==> src/rtl/alu_cmd_issuer.sv <==
// Command issuer for the ALU operand/result interface: one command in flight,
// fixed-latency result capture, valid/ready response. Optional ALU_SELFCHECK_EN.
module alu_cmd_issuer #(
    parameter int unsigned SIZE  = 32,
    parameter int unsigned LAT   = 1,
    parameter int unsigned CNT_W = 16
) (
    input  logic            clk,
    input  logic            rst,
    input  logic            cmd_valid,
    output logic            cmd_ready,
    input  logic [SIZE-1:0] cmd_a,
    input  logic [SIZE-1:0] cmd_b,
    input  logic [2:0]      cmd_op,
    output logic [SIZE-1:0] alu_a,
    output logic [SIZE-1:0] alu_b,
    output logic [2:0]      alu_opcode,
    input  logic [SIZE-1:0] alu_res,
    input  logic            alu_carry,
    input  logic            alu_overflow,
    input  logic            alu_zero,
`ifdef ALU_SELFCHECK_EN
    input  logic [SIZE-1:0] ref_res,
    input  logic            ref_carry,
    output logic [CNT_W-1:0] mismatch_cnt,
`endif
    output logic            rsp_valid,
    input  logic            rsp_ready,
    output logic [SIZE-1:0] rsp_res,
    output logic [3:0]      rsp_flags,
    output logic            busy
);

    typedef enum logic [1:0] {IDLE, WAIT, RESP} state_t;

    localparam logic [3:0] LAT_C = 4'(LAT);

    if (LAT < 1 || LAT > 15) begin : g_bad_lat
        $error("alu_cmd_issuer: LAT must be in 1..15");
    end
    if (CNT_W < 1) begin : g_bad_cnt_w
        $error("alu_cmd_issuer: CNT_W must be at least 1");
    end

    state_t     state, state_n;
    logic [3:0] cnt;
    logic       op_legal;
    logic       accept_legal;
    logic       accept_illegal;
    logic       capture;

    always_ff @(posedge clk or posedge rst) begin
        if (rst) state <= IDLE;
        else     state <= state_n;
    end

    always_comb begin
        state_n        = state;
        cmd_ready      = 1'b0;
        rsp_valid      = 1'b0;
        accept_legal   = 1'b0;
        accept_illegal = 1'b0;
        capture        = 1'b0;
        op_legal       = (cmd_op != 3'd2) && (cmd_op != 3'd7);
        case (state)
            IDLE: begin
                cmd_ready = ~rst;
                if (cmd_valid && !rst) begin
                    accept_legal   = op_legal;
                    accept_illegal = ~op_legal;
                    state_n        = op_legal ? WAIT : RESP;
                end
            end
            WAIT: begin
                if (cnt == 4'd1) begin
                    capture = 1'b1;
                    state_n = RESP;
                end
            end
            RESP: begin
                rsp_valid = 1'b1;
                if (rsp_ready) state_n = IDLE;
            end
            default: state_n = IDLE;
        endcase
    end

    assign busy = (state != IDLE);

    // alu_* only change on a legal accept, so the ALU never sees a partial command
    always_ff @(posedge clk or posedge rst) begin
        if (rst) begin
            alu_a      <= '0;
            alu_b      <= '0;
            alu_opcode <= '0;
            cnt        <= '0;
            rsp_res    <= '0;
            rsp_flags  <= '0;
        end else begin
            if (accept_legal) begin
                alu_a      <= cmd_a;
                alu_b      <= cmd_b;
                alu_opcode <= cmd_op;
                cnt        <= LAT_C;
            end else if (state == WAIT) begin
                cnt <= cnt - 4'd1;
            end
            if (accept_illegal) begin
                rsp_res   <= '0;
                rsp_flags <= 4'b1000;
            end else if (capture) begin
                rsp_res   <= alu_res;
                rsp_flags <= {1'b0, alu_carry, alu_overflow, alu_zero};
            end
        end
    end

`ifdef ALU_SELFCHECK_EN
    always_ff @(posedge clk or posedge rst) begin
        if (rst) begin
            mismatch_cnt <= '0;
        end else if (capture && ((alu_res != ref_res) || (alu_carry != ref_carry))) begin
            if (mismatch_cnt != '1) mismatch_cnt <= mismatch_cnt + 1'b1;
        end
    end
`endif

endmodule
==> config.mk <==
export PLATFORM = sky130hd
export DESIGN_NAME = alu_cmd_issuer
export DESIGN_NICKNAME = d
export VERILOG_FILES = /design/src/rtl/alu_cmd_issuer.sv
export SDC_FILE = /design/constraint.sdc
export NUM_CORES = 1
export LEC_CHECK = 0
export ABC_CLOCK_PERIOD_IN_PS = 3800
export CORE_UTILIZATION = 38
export DETAILED_ROUTE_END_ITERATION = 12
export PLACE_DENSITY_LB_ADDON = 0.08
export SYNTH_ARGS = -nofsm -noshare
export SYNTH_HDL_FRONTEND = slang
export SYNTH_SLANG_ARGS = --single-unit
==> constraint.sdc <==
create_clock -name clk -period 3.8 [get_ports clk]
set_input_delay 0.76 -clock clk [delete_from_list [all_inputs] [get_ports clk]]
set_output_delay 0.76 -clock clk [all_outputs]
set_load 0.1 [all_outputs]
==> Word-level counts from Yosys, hierarchy flattened <==
Index checks and enable logic that the tools add are counted.
{ "totals": {"reg_bits": 109, "in_bits": 106, "out_inout_bits": 106} }
{ "classes": {"n_addsub": 1, "eq_ne": 8, "muxes": 19, "bitwise_logic": 2, "reduce_logical": 8} }
{ "ops": {"columns": ["operator", "count"], "rows": [
  ["32-bit two-way mux", 2],
  ["4-bit two-way mux", 4],
  ["1-bit two-way mux", 8],
  ["2-bit two-way mux", 4],
  ["2-bit != test (second input constant)", 3],
  ["2-bit one-hot mux with 3 select lines", 1],
  ["2-bit nonzero test", 3],
  ["4-bit by 1-bit == test with 1-bit output (second input constant)", 1],
  ["4-bit by 1-bit subtractor with 4-bit output (second input constant)", 1],
  ["3-bit by 2-bit != test with 1-bit output (second input constant)", 1],
  ["3-bit != test (second input constant)", 1],
  ["3-bit AND reduction", 1],
  ["2-bit by 1-bit == test with 1-bit output (second input constant)", 1],
  ["2-bit == test (second input constant)", 1],
  ["1-bit logical AND", 2],
  ["2-bit zero test", 1],
  ["1-bit NOT", 2],
  ["1-bit zero test", 1]
]} }

==> Longest topological paths before layout <==
{ "logic_depth": {"word_depth": 6, "ltp_mapped": 7, "mapped_depth_nobuf": 5} }

==> Worst setup path before layout <==
No wires, ideal clock.
{ "synth_timing": {"path_kind": "flip-flop to output port", "from": "register state[1]", "to": "output port cmd_ready", "arrival_time_ns": 2.267, "required_ns": 3.040, "path_slack_ns": 0.773, "stages_incl_launch_ff": 3, "path_cell_list": "dfrtp_1 or2_2 nor2_1"} }
{ "synth_between": {"elab_chain_cells": 2} }
{ "synth_lines": {"columns": ["item", "line_no", "rtl"], "rows": [
  ["from (decl)", "45", "state_t state, state_n;"],
  ["from (signal assigned)", "54", "else state <= state_n;"],
  ["2-bit zero test", "65", "case (state)"],
  ["1-bit two-way mux", "65", null],
  ["to (decl)", "11", "output logic cmd_ready,"]
]} }
Every way passes these cells.

==> Final worst setup path <==
{ "layout_timing": {"from": "register state[1]", "to": "output port busy"} }
{ "layout_between": {"elab_chain_cells": 1} }
{ "layout_lines": {"columns": ["item", "line_no", "rtl"], "rows": [
  ["2-bit nonzero test", "88", "assign busy = (state != IDLE);"],
  ["to (decl)", "31", "output logic busy"]
]} }
Every way passes these cells.

==> impl_metrics.py <==
metrics = {
    "logic_synthesis": {
        "synth_cells": 342,
        "syn_nets": 450,
        "yosys_warnings": 0,
        "ys_seq_area_frac": 0.5798,
        "synth_cell_types": 30,
        "postSynthAreaPerCell_um2": 13.76,
        "synth.ff_latch_count": 109,
        "syn-cell-area_um2": 4705,
    },
    "critical_path": {
        "critPathLaunchType": "register",
        "arrival_ns": 2.10,
        "slowest_stage": "clkdlybuf4s50_1",
        "crit_family": "buffers and inverters",
        "path_buf_inv": 1,
        "worstSetupPathType": "reg2out",
        "path_cells": "or2_2 -> clkdlybuf4s50_1",
        "path_max_fanout": 6,
        "cp_data_required_time_ns": 3.04,
        "slowest_delay_ns": 0.98,
        "cp-end-kind": "primary output",
    },
    "clocking": {
        "clk_pin_slew_ns": 0.07,
        "postCtsHoldBufs": 0,
        "postCtsSetupBuffers": 0,
        "cts.path.max_buffers": 2,
        "htree_levels": 3,
        "cts_tree": "yes",
        "cts_sinks": 109,
        "clock_latency_ns": 0.35,
        "cts_buffers": 9,
        "cts_root_buf": "clkbuf_16",
        "cts-resized-gates": 0,
    },
    "flow_run": {
        "maxCapViolCount": 0,
    },
    "place": {
        "place.gp.congestion": 0.7106,
        "place_hpwl_um": 8467,
        "port_buffers": 211,
        "placed_cell_area_um2": 6918,
        "dp_slack_ns": 0.7153,
    },
    "drt": {
        "totalWireLength_um": 12310,
        "wire_per_inst_um": 17.09,
        "via_per_inst": 4.917,
        "first_pass_iters": 4,
        "drt_iter0_markers": 214,
        "drc": 0,
        "via_count": 3540,
        "ant_nets": 0,
    },
    "finish": {
        "fillCellCount": 1032,
        "regArea_um2": 2728,
        "layout-drive-gt1-share": 0.1721,
        "mostFrequentLayoutCell": "clkdlybuf4s50_1",
        "syn_to_final_growth_pct": 53.70,
        "stdcell_area_um2": 7231,
        "multiInputGateArea_um2": 1747,
        "layout_common_cells": "clkdlybuf4s50_1, dfrtp_1, mux2_4, a21oi_1, o21ai_0",
        "fin_nets": 655,
        "diodes": 0,
    },
    "timing": {
        "tightest_slew_ns": 1.144,
        "setup_slack_ns": 0.9370,
        "hold_slack_ns": 0.4926,
        "period_needed_ns": 2.863,
        "rsz0062_at_grt": "no",
        "finalSetupViolCount": 0,
        "fin_setup_tns_ns": 0,
        "fin_crit_sh": 0.7534,
        "hold_viol": 0,
        "fmax_mhz": 349.3,
        "slew_headroom": 0.2372,
        "skew_ns": 0.01063,
        "maxSlewViolCount": 0,
    },
    "global_route": {
        "grt_pass1_vias": 3626,
        "grt_max_degree": 60,
        "grt_util_all_layers": 0.1988,
        "globalRoute.totalOverflow": 0,
        "antenna_found_initial": 0,
        "grt_pass1_wl_um": 19480,
    },
    "floorplan": {
        "dieHeight_um": 113.3,
        "ios": 212,
        "core_um2": 12060,
        "fp.dieW_um": 113.3,
        "initial_core_util": 0.3900,
        "die_area_um2": 12830,
        "rows": 40,
    },
    "hold_path": {
        "holdCritPathClass": "reg2reg",
    },
    "run_status": {
        "status": "complete, no violations",
    },
}
[sequential cells by signal (all words and copies together) (netlist names)]
signal / cells
alu_a: 32
alu_b: 32
alu_opcode: 3
cnt: 4
rsp_flags: 4
rsp_res: 32
state: 2
[area by class of cell]
cell class,instances,area share
clock buffers,13,0.03738
clock inverters,3,0.005883
inverters,5,0.002942
multi-input cells,202,0.2416
flip-flops and latches,109,0.3772
well taps,168,0.02907
repair buffers,220,0.3059
[Yosys cell counts]
master    instances  area, um2
mux2_4           60      900.9
dfrtp_1         109       2728
xor2_1            2      17.52
or3b_1            1      8.760
nand2b_1          3      18.77
o21ai_0          36      180.2
inv_1             5      18.77
nand3_1          35      175.2
nor2_1            2      7.510
mux2_1            4      45.04
nor3b_2           1      12.51
buf_12            7      140.1
nor3_1            1      5.000
nand3b_1          3      22.52
or2_2             1      6.260
buf_2             3      15.01
or4b_4            1      13.76
clkbuf_1         15      56.30
o41ai_1           1      8.760
nor3_2            1      10.01
mux2_2            2      22.52
nor2b_1           2      12.51
a21oi_1          37      185.2
o21ba_4           1      16.27
a21o_1            1      7.510
ha_1              2      25.02
a221o_1           1      10.01
buf_8             1      15.01
nand2_1           3      11.26
o22a_1            1      8.760
[worst reg2reg max path: stages, from the launching register on]
cell	delay, ns
dfrtp_1	0.43
or4b_4	0.57
o21ba_4	0.42
buf_12	0.28
mux2_2	0.37
[metrics by stage]
stage          cells    util
2_1_floorplan    342       -
3_3_place_gp     704  0.5735
3_5_place_dp     704  0.5735
4_1_cts          720  0.5995
5_1_grt          720  0.5995
6_report         720  0.5995
[routing by layer]
metal | GRT usage | wire length [um] | up-vias
met5 | 0 | 0 | -
met3 | 0.07820 | 1036 | 11
met2 | 0.3202 | 5803 | 148
met1 | 0.2496 | 5305 | 1769
met4 | 0.05263 | 160 | 0
li1 | - | - | 1612
[final timing paths]
kind	slack, ns	cells after the start	endpoint	start
max in group asynchronous	2.10	3	rsp_res[4]	rst
max	0.94	2	busy	state[1]
min in group asynchronous	0.95	2	state[1]	rst
min	0.49	1	alu_opcode[1]	alu_opcode[1]
min reg2reg	0.49	1	alu_opcode[1]	alu_opcode[1]
max reg2reg	1.61	4	alu_a[30]	state[1]
[cell families after synthesis]
| family | Yosys count | synth area share |
|---|---|---|
| adder cells (fa/ha/maj) | 2 | 0.005318 |
| buffers and inverters | 31 | 0.05212 |
| XOR/XNOR | 2 | 0.003724 |
| AO/OA/AOI/OAI | 78 | 0.08857 |
| flip-flops | 109 | 0.5798 |
| multiplexers | 66 | 0.2058 |
| AND/OR/NAND/NOR | 54 | 0.06463 |
Power is not shown: default switching activity piles up to over one toggle a cycle in this logic, so the estimate is an artifact.
